## src/rtl/pipe_hazard_ctrl_if.sv

```systemverilog
// Hazard-control bundle: ID/EX observation inputs and the pipeline enable/flush outputs.
// The sequencer takes the slave side; the pipeline (or bench) takes the master side.
interface pipe_hazard_ctrl_if #(
  parameter int unsigned CNT_W = 16
);
  logic [4:0]       id_rs;
  logic [4:0]       id_rt;
  logic             id_uses_rs;
  logic             id_uses_rt;
  logic [4:0]       ex_rd;
  logic             ex_mem_read;
  logic             branch_taken;
  logic             md_start;
  logic             pc_en;
  logic             ifid_en;
  logic             idex_en;
  logic             ifid_flush;
  logic             idex_flush;
  logic             exmem_bubble;
  logic             md_done;
  logic             busy;
  logic [CNT_W-1:0] stall_cnt;
  logic [CNT_W-1:0] flush_cnt;

  modport slave (
    input  id_rs, id_rt, id_uses_rs, id_uses_rt, ex_rd, ex_mem_read, branch_taken, md_start,
    output pc_en, ifid_en, idex_en, ifid_flush, idex_flush, exmem_bubble, md_done, busy,
           stall_cnt, flush_cnt
  );

  modport master (
    output id_rs, id_rt, id_uses_rs, id_uses_rt, ex_rd, ex_mem_read, branch_taken, md_start,
    input  pc_en, ifid_en, idex_en, ifid_flush, idex_flush, exmem_bubble, md_done, busy,
           stall_cnt, flush_cnt
  );
endinterface

```

## src/rtl/pipe_hazard_ctrl.sv

```systemverilog
// Stall/flush sequencer for the five-stage pipeline: load-use stalls, EX branch flushes,
// multi-cycle mul/div freeze, plus saturating stall and flush event counters.
module pipe_hazard_ctrl #(
   parameter int unsigned MD_CYCLES = 4,
   parameter int unsigned CNT_W     = 16
) (
   input logic              clk,
   input logic              rst,
   pipe_hazard_ctrl_if.slave bus
);

   typedef enum logic {StRun, StMdWait} state_e;

   localparam logic [7:0] MdInit = 8'(MD_CYCLES - 2);

   state_e           state_q, state_d;
   logic [7:0]       md_cnt_q, md_cnt_d;
   logic [CNT_W-1:0] stall_cnt_q, stall_cnt_d;
   logic [CNT_W-1:0] flush_cnt_q, flush_cnt_d;
   logic             load_use;
   logic             stall_evt;
   logic             flush_evt;

   assign load_use = bus.ex_mem_read && (bus.ex_rd != 5'd0) &&
                     ((bus.id_uses_rs && (bus.id_rs == bus.ex_rd)) ||
                      (bus.id_uses_rt && (bus.id_rt == bus.ex_rd)));

   always_comb begin
      state_d          = state_q;
      md_cnt_d         = md_cnt_q;
      stall_evt        = 1'b0;
      flush_evt        = 1'b0;
      bus.pc_en        = 1'b1;
      bus.ifid_en      = 1'b1;
      bus.idex_en      = 1'b1;
      bus.ifid_flush   = 1'b0;
      bus.idex_flush   = 1'b0;
      bus.exmem_bubble = 1'b0;
      bus.md_done      = 1'b0;
      bus.busy         = 1'b0;

      if (rst) begin
         // Hold everything and squash in-flight contents while reset is applied.
         bus.pc_en        = 1'b0;
         bus.ifid_en      = 1'b0;
         bus.idex_en      = 1'b0;
         bus.ifid_flush   = 1'b1;
         bus.idex_flush   = 1'b1;
         bus.exmem_bubble = 1'b1;
      end else begin
         unique case (state_q)
            StRun: begin
               if (bus.branch_taken) begin
                  bus.ifid_flush = 1'b1;
                  bus.idex_flush = 1'b1;
                  flush_evt      = 1'b1;
               end else if (bus.md_start) begin
                  bus.pc_en        = 1'b0;
                  bus.ifid_en      = 1'b0;
                  bus.idex_en      = 1'b0;
                  bus.exmem_bubble = 1'b1;
                  stall_evt        = 1'b1;
                  state_d          = StMdWait;
                  md_cnt_d         = MdInit;
               end else if (load_use) begin
                  bus.pc_en      = 1'b0;
                  bus.ifid_en    = 1'b0;
                  bus.idex_flush = 1'b1;
                  stall_evt      = 1'b1;
               end
            end
            StMdWait: begin
               bus.pc_en        = 1'b0;
               bus.ifid_en      = 1'b0;
               bus.idex_en      = 1'b0;
               bus.exmem_bubble = 1'b1;
               bus.busy         = 1'b1;
               stall_evt        = 1'b1;
               if (md_cnt_q != 8'd0) begin
                  md_cnt_d = md_cnt_q - 8'd1;
               end else begin
                  bus.md_done = 1'b1;
                  state_d     = StRun;
               end
            end
            default: state_d = StRun;
         endcase
      end

      stall_cnt_d = (stall_evt && (stall_cnt_q != '1)) ? stall_cnt_q + 1'b1 : stall_cnt_q;
      flush_cnt_d = (flush_evt && (flush_cnt_q != '1)) ? flush_cnt_q + 1'b1 : flush_cnt_q;
   end

   always_ff @(posedge clk) begin
      if (rst) begin
         state_q     <= StRun;
         md_cnt_q    <= 8'd0;
         stall_cnt_q <= '0;
         flush_cnt_q <= '0;
      end else begin
         state_q     <= state_d;
         md_cnt_q    <= md_cnt_d;
         stall_cnt_q <= stall_cnt_d;
         flush_cnt_q <= flush_cnt_d;
      end
   end

   assign bus.stall_cnt = stall_cnt_q;
   assign bus.flush_cnt = flush_cnt_q;

endmodule

```

## src/flat_wrapper.sv

```systemverilog
// flat-port wrapper written by rule: the top's interface ports become plain ports
module pipe_hazard_ctrl_flat 
#(
   parameter int unsigned MD_CYCLES = 4,
   parameter int unsigned CNT_W     = 16
)
  (clk, rst, bus_id_rs, bus_id_rt, bus_id_uses_rs, bus_id_uses_rt, bus_ex_rd, bus_ex_mem_read, bus_branch_taken, bus_md_start, bus_pc_en, bus_ifid_en, bus_idex_en, bus_ifid_flush, bus_idex_flush, bus_exmem_bubble, bus_md_done, bus_busy, bus_stall_cnt, bus_flush_cnt);
  pipe_hazard_ctrl_if #(.CNT_W(CNT_W)) bus_i ();
  input logic clk;
  input logic rst;
  input wire logic [$bits(bus_i.id_rs)-1:0] bus_id_rs;
  input wire logic [$bits(bus_i.id_rt)-1:0] bus_id_rt;
  input wire logic [$bits(bus_i.id_uses_rs)-1:0] bus_id_uses_rs;
  input wire logic [$bits(bus_i.id_uses_rt)-1:0] bus_id_uses_rt;
  input wire logic [$bits(bus_i.ex_rd)-1:0] bus_ex_rd;
  input wire logic [$bits(bus_i.ex_mem_read)-1:0] bus_ex_mem_read;
  input wire logic [$bits(bus_i.branch_taken)-1:0] bus_branch_taken;
  input wire logic [$bits(bus_i.md_start)-1:0] bus_md_start;
  output wire logic [$bits(bus_i.pc_en)-1:0] bus_pc_en;
  output wire logic [$bits(bus_i.ifid_en)-1:0] bus_ifid_en;
  output wire logic [$bits(bus_i.idex_en)-1:0] bus_idex_en;
  output wire logic [$bits(bus_i.ifid_flush)-1:0] bus_ifid_flush;
  output wire logic [$bits(bus_i.idex_flush)-1:0] bus_idex_flush;
  output wire logic [$bits(bus_i.exmem_bubble)-1:0] bus_exmem_bubble;
  output wire logic [$bits(bus_i.md_done)-1:0] bus_md_done;
  output wire logic [$bits(bus_i.busy)-1:0] bus_busy;
  output wire logic [$bits(bus_i.stall_cnt)-1:0] bus_stall_cnt;
  output wire logic [$bits(bus_i.flush_cnt)-1:0] bus_flush_cnt;
  assign bus_i.id_rs = bus_id_rs;
  assign bus_i.id_rt = bus_id_rt;
  assign bus_i.id_uses_rs = bus_id_uses_rs;
  assign bus_i.id_uses_rt = bus_id_uses_rt;
  assign bus_i.ex_rd = bus_ex_rd;
  assign bus_i.ex_mem_read = bus_ex_mem_read;
  assign bus_i.branch_taken = bus_branch_taken;
  assign bus_i.md_start = bus_md_start;
  assign bus_pc_en = bus_i.pc_en;
  assign bus_ifid_en = bus_i.ifid_en;
  assign bus_idex_en = bus_i.idex_en;
  assign bus_ifid_flush = bus_i.ifid_flush;
  assign bus_idex_flush = bus_i.idex_flush;
  assign bus_exmem_bubble = bus_i.exmem_bubble;
  assign bus_md_done = bus_i.md_done;
  assign bus_busy = bus_i.busy;
  assign bus_stall_cnt = bus_i.stall_cnt;
  assign bus_flush_cnt = bus_i.flush_cnt;
  pipe_hazard_ctrl #(.MD_CYCLES(MD_CYCLES), .CNT_W(CNT_W)) u_core (.clk(clk), .rst(rst), .bus(bus_i));
endmodule
```

## config.mk

```make
export PLATFORM = sky130hd
export DESIGN_NAME = pipe_hazard_ctrl_flat
export DESIGN_NICKNAME = d
export VERILOG_FILES = /design/src/rtl/pipe_hazard_ctrl_if.sv /design/src/rtl/pipe_hazard_ctrl.sv /design/src/flat_wrapper.sv
export SDC_FILE = /design/constraint.sdc
export NUM_CORES = 1
export LEC_CHECK = 0
export BUFFER_PORTS_ARGS = -buffer_cell sky130_fd_sc_hd__buf_2
export CORE_AREA = 2 2 68 70
export DETAILED_ROUTE_END_ITERATION = 7
export DIE_AREA = 0 0 70 72
export MAX_ROUTING_LAYER = met4
export PLACE_DENSITY = 0.87
export SLEW_MARGIN = 20
export SYNTH_ARGS = -nofsm -noshare
export SYNTH_HDL_FRONTEND = slang
export SYNTH_SLANG_ARGS = --single-unit
export TNS_END_PERCENT = 50
```

## constraint.sdc

```tcl
create_clock -name clk -period 2.45 [get_ports clk]
set_clock_uncertainty 0.05 [all_clocks]
set_input_delay 0.49 -clock clk [delete_from_list [all_inputs] [get_ports clk]]
set_output_delay 0.49 -clock clk [all_outputs]
set_load 0.01 [all_outputs]
```

==> results.py <==
metrics = {
    "grt": {
        "grtUsageMet1_pct": 22.32,
        "first_global_vias": 1805,
        "grt_util_all_layers_pct": 19.09,
        "grt.met2_usage_pct": 32.59,
        "grt_max_degree": 36,
        "grt_first_pass_wirelength_microns": 7790,
        "gr-max-usage-layer": "met2",
        "met3_track_usage_gr_pct": 4.583,
        "antenna_violations_before_repair": 0,
        "grt-ovfl-total": 0,
    },
    "run_status": {
        "outcome": "finished, final reports clean",
    },
    "route": {
        "route.detailed.wl_per_inst_microns": 12.34,
        "route.antenna.remaining_nets": 0,
        "remaining_drc_errors": 0,
        "dr.first_iter.drc_count": 107,
        "wirelength_microns": 4603,
        "via_density_per_instance": 5.450,
        "via_count": 2033,
        "drt-pass1-iter-count": 4,
    },
    "synthesis": {
        "synth-seq-area-share_pct": 39.07,
        "synth_top_area_share_pct": 39.07,
        "synth_nets": 280,
        "yosys_warnings": 0,
        "synth_top_area_cell": "sky130_fd_sc_hd__dfxtp_1",
        "synthesis.area_sq_mm": 0.002101,
        "average_instance_area_after_synthesis_sq_um": 8.238,
        "yosysUniqueCellTypes": 40,
        "syn-instance-count": 255,
        "synth-seq-cells": 41,
        "synth.top_cells.by_area": "sky130_fd_sc_hd__dfxtp_1 (39%), sky130_fd_sc_hd__xnor2_1 (9.2%), sky130_fd_sc_hd__nor2_1 (5.7%)",
    },
    "critical_path": {
        "critical_path_arrival_ns": 1.83,
        "kind_of_critical_path": "flip-flop to primary output",
        "setup.worst_path.end_class": "primary output",
        "worstPathRequired_ns": 1.91,
        "worst_setup_path_start_kind": "flip-flop",
        "maximum_fanout_encountered_on_the_critical_timing_path": 4,
    },
    "timing": {
        "report.final.slew_viol_count": 0,
        "clock.fmax_mhz": 421.2,
        "rsz0062_at_grt": "false",
        "final-setup-viol-count": 0,
        "setup_tns_ns": 0,
        "post-route-period-util_pct": 96.91,
        "hold_violations": 0,
        "timing.slew.headroom_pct": 63.47,
        "tightest_slew_ns": 0.5438,
        "layout_min_cycle_time_ns": 2.374,
    },
    "placed_design": {
        "place.gp.congestion": 0.8343,
        "detailedPlacementHpwl_microns": 3376,
        "portBuffers": 61,
        "dp_cells": 365,
    },
    "floorplan": {
        "rows": 24,
        "fp.coreArea_sq_mm": 0.004264,
        "fp.dieArea_sq_mm": 0.005040,
        "die_w_microns": 70,
        "initial_core_util_pct": 49.27,
        "io-pin-count": 62,
        "die_height_microns": 72,
    },
    "power": {
        "power.share.sequential_pct": 45.5,
        "pwr-share-clk_pct": 40.8,
        "cell_internal_pwr_mw": 1.195,
        "power.ir.vdd_worst_v": 0.0004204,
        "comb_power_share_pct": 13.7,
        "p_leak_nw": 1.044,
        "power_density_mw_per_mm2": 600.5,
        "switching_share_of_power_pct": 24.03,
        "switching_power_uw": 378.1,
    },
    "final_layout": {
        "layout_commonest_cell": "sky130_fd_sc_hd__buf_2",
        "antennaDiodeCount": 0,
        "final_net_count": 345,
        "area.growth.synth_to_final_pct": 24.72,
        "final_layout_size_suffix_gt1_share_pct": 26.48,
        "nFillCells": 373,
        "final_standard_cell_count_with_taps_included_and_fillers_excluded": 373,
        "mostFrequentLayoutCells": "sky130_fd_sc_hd__buf_2 (61), sky130_fd_sc_hd__dfxtp_1 (41), sky130_fd_sc_hd__nor2_1 (32), sky130_fd_sc_hd__xnor2_1 (22), sky130_fd_sc_hd__a21oi_1 (21)",
    },
    "cts": {
        "cts_root_buffer": "sky130_fd_sc_hd__clkbuf_8",
        "cts_sinks": 41,
        "cts_tree": "built",
        "clock_tree.htree_level_count": 2,
        "clock_latency_reported_for_the_late_side_of_the_worst_skew_pair_ns": 0.29,
        "tritoncts.num_buffers": 5,
        "clockBufferDepth": 2,
        "clkTransAtPathRegs_ns": 0.08,
        "cts_hold_buf": 0,
    },
    "flow_run": {
        "timing.max_cap.violations": 0,
    },
    "worst_hold_path": {
        "holdCritPathClass": "flip-flop to flip-flop",
    },
}
[worst paths after layout]
| path | from | to | slack (ns) | cells after the start |
|---|---|---|---|---|
| max | u_core.md_cnt_q[2]$_SDFFE_PP0P_ | bus_md_done | 0.08 | 4 |
| max reg2reg | u_core.bus.stall_cnt[0]$_SDFFE_PP0P_ | u_core.bus.stall_cnt[13]$_SDFFE_PP0P_ | 0.22 | 8 |
| min | u_core.bus.stall_cnt[11]$_SDFFE_PP0P_ | u_core.bus.stall_cnt[11]$_SDFFE_PP0P_ | 0.45 | 2 |
| min reg2reg | u_core.bus.stall_cnt[11]$_SDFFE_PP0P_ | u_core.bus.stall_cnt[11]$_SDFFE_PP0P_ | 0.45 | 2 |
[cell usage after synthesis]
library cell               number
sky130_fd_sc_hd__nor2b_1        2
sky130_fd_sc_hd__nor3b_1        3
sky130_fd_sc_hd__nor4_1         5
sky130_fd_sc_hd__ha_1           3
sky130_fd_sc_hd__nand3b_1       1
sky130_fd_sc_hd__nand4b_1       1
sky130_fd_sc_hd__dfxtp_1       41
sky130_fd_sc_hd__a311oi_1       1
sky130_fd_sc_hd__nor2b_2        1
sky130_fd_sc_hd__a21boi_0       1
sky130_fd_sc_hd__nand2_1       11
sky130_fd_sc_hd__buf_6          1
sky130_fd_sc_hd__nor3_1         7
sky130_fd_sc_hd__a31o_2         1
sky130_fd_sc_hd__or2_2          1
sky130_fd_sc_hd__nand4_1        6
sky130_fd_sc_hd__a21oi_1       21
sky130_fd_sc_hd__and4bb_2       1
sky130_fd_sc_hd__buf_2          2
sky130_fd_sc_hd__o22ai_1        1
sky130_fd_sc_hd__or4_1          8
sky130_fd_sc_hd__a211oi_1       1
sky130_fd_sc_hd__o21ai_0       14
sky130_fd_sc_hd__nor3_2         1
sky130_fd_sc_hd__o21a_1         1
sky130_fd_sc_hd__and3_1         3
sky130_fd_sc_hd__and4_1         2
sky130_fd_sc_hd__clkbuf_1       5
sky130_fd_sc_hd__inv_1          9
sky130_fd_sc_hd__buf_4          2
sky130_fd_sc_hd__and3_2         1
sky130_fd_sc_hd__xor2_1         5
sky130_fd_sc_hd__xnor2_1       22
sky130_fd_sc_hd__or2_4          1
sky130_fd_sc_hd__a31oi_2        1
sky130_fd_sc_hd__nor2_1        32
sky130_fd_sc_hd__or3_1         15
sky130_fd_sc_hd__nand3_1       15
sky130_fd_sc_hd__mux2i_1        1
sky130_fd_sc_hd__o31ai_1        5
[layout make-up]
| cell class | instances | area [sq um] | area share, % |
|---|---|---|---|
| Clock inverter | 3 | 65.06 | 2.483 |
| Multi-Input combinational cell | 195 | 1196 | 45.65 |
| Sequential cell | 41 | 820.8 | 31.33 |
| Clock buffer | 5 | 68.82 | 2.627 |
| Inverter | 9 | 33.78 | 1.289 |
| Timing Repair Buffer | 68 | 370.4 | 14.14 |
| Tap cell | 52 | 65.06 | 2.483 |
[worst max-delay path: stages, from the launching register on]
cell and delay [ns]:
sky130_fd_sc_hd__dfxtp_1 0.34, sky130_fd_sc_hd__or4_1 0.58, sky130_fd_sc_hd__nor4_1 0.31, sky130_fd_sc_hd__nor2b_1 0.18, sky130_fd_sc_hd__buf_2 0.14
[power groups by stage]
stage	Combinational (mW)	Clock [mW]	Sequential, mW
after floorplan	0.143	0	0.730
after global placement	0.207	0	0.730
after detailed placement	0.214	0	0.732
after CTS	0.215	0.654	0.716
after global routing	0.242	0.684	0.722
final	0.215	0.642	0.716
[metrics by stage]
step	hold slack [ns]	worst slack (ns)	util [%]	total power [mW]	area, sq um
6_report	0.4529	0.07580	61.44	1.573	2620
3_3_place_gp	0.4253	0.08542	58.19	0.9377	2481
5_1_grt	0.4727	0.009983	61.44	1.648	2620
4_1_cts	0.4506	0.05082	61.33	1.585	2615
3_5_place_dp	0.4422	0.08241	58.19	0.9454	2481
2_1_floorplan	0.4207	0.01860	-	0.8734	2101
[cells by family (layout without fill, tap and decap cells)]
| family | count (synthesis) | in the layout | share of synthesized area (%) |
|---|---|---|---|
| DFF | 41 | 41 | 39.07 |
| xor gates and xnor gates | 27 | 27 | 11.26 |
| AOI/OAI and AO/OA | 47 | 47 | 12.93 |
| and+or+nand+nor | 117 | 117 | 30.26 |
| muxes | 1 | 1 | 0.4765 |
| adders and majority gates | 3 | 3 | 1.787 |
| buffers and inverters | 19 | 85 | 4.228 |
[what timing repair did]
| action | CTS | global route |
|---|---|---|
| setup buffers | 0 | 0 |
| gates resized for setup | 0 | 1 |
| setup endpoints to repair | 0 | 2 |
| hold endpoints to repair | 0 | 0 |
[flip-flops by register name, summed over array words and instances (netlist names)]
signal	count
u_core.bus.flush_cnt	16
u_core.bus.stall_cnt	16
u_core.md_cnt_q	8
u_core.state_q	1
[routing by layer]
| layer | vias to the layer above | part of all wire (%) |
|---|---|---|
| met1 | 943 | 45 |
| met4 | 0 | 1.1 |
| met3 | 7 | 4.7 |
| li1 | 1039 | - |
| met2 | 44 | 49 |
| met5 | - | 0 |
Power figures use the tool's default switching activity.
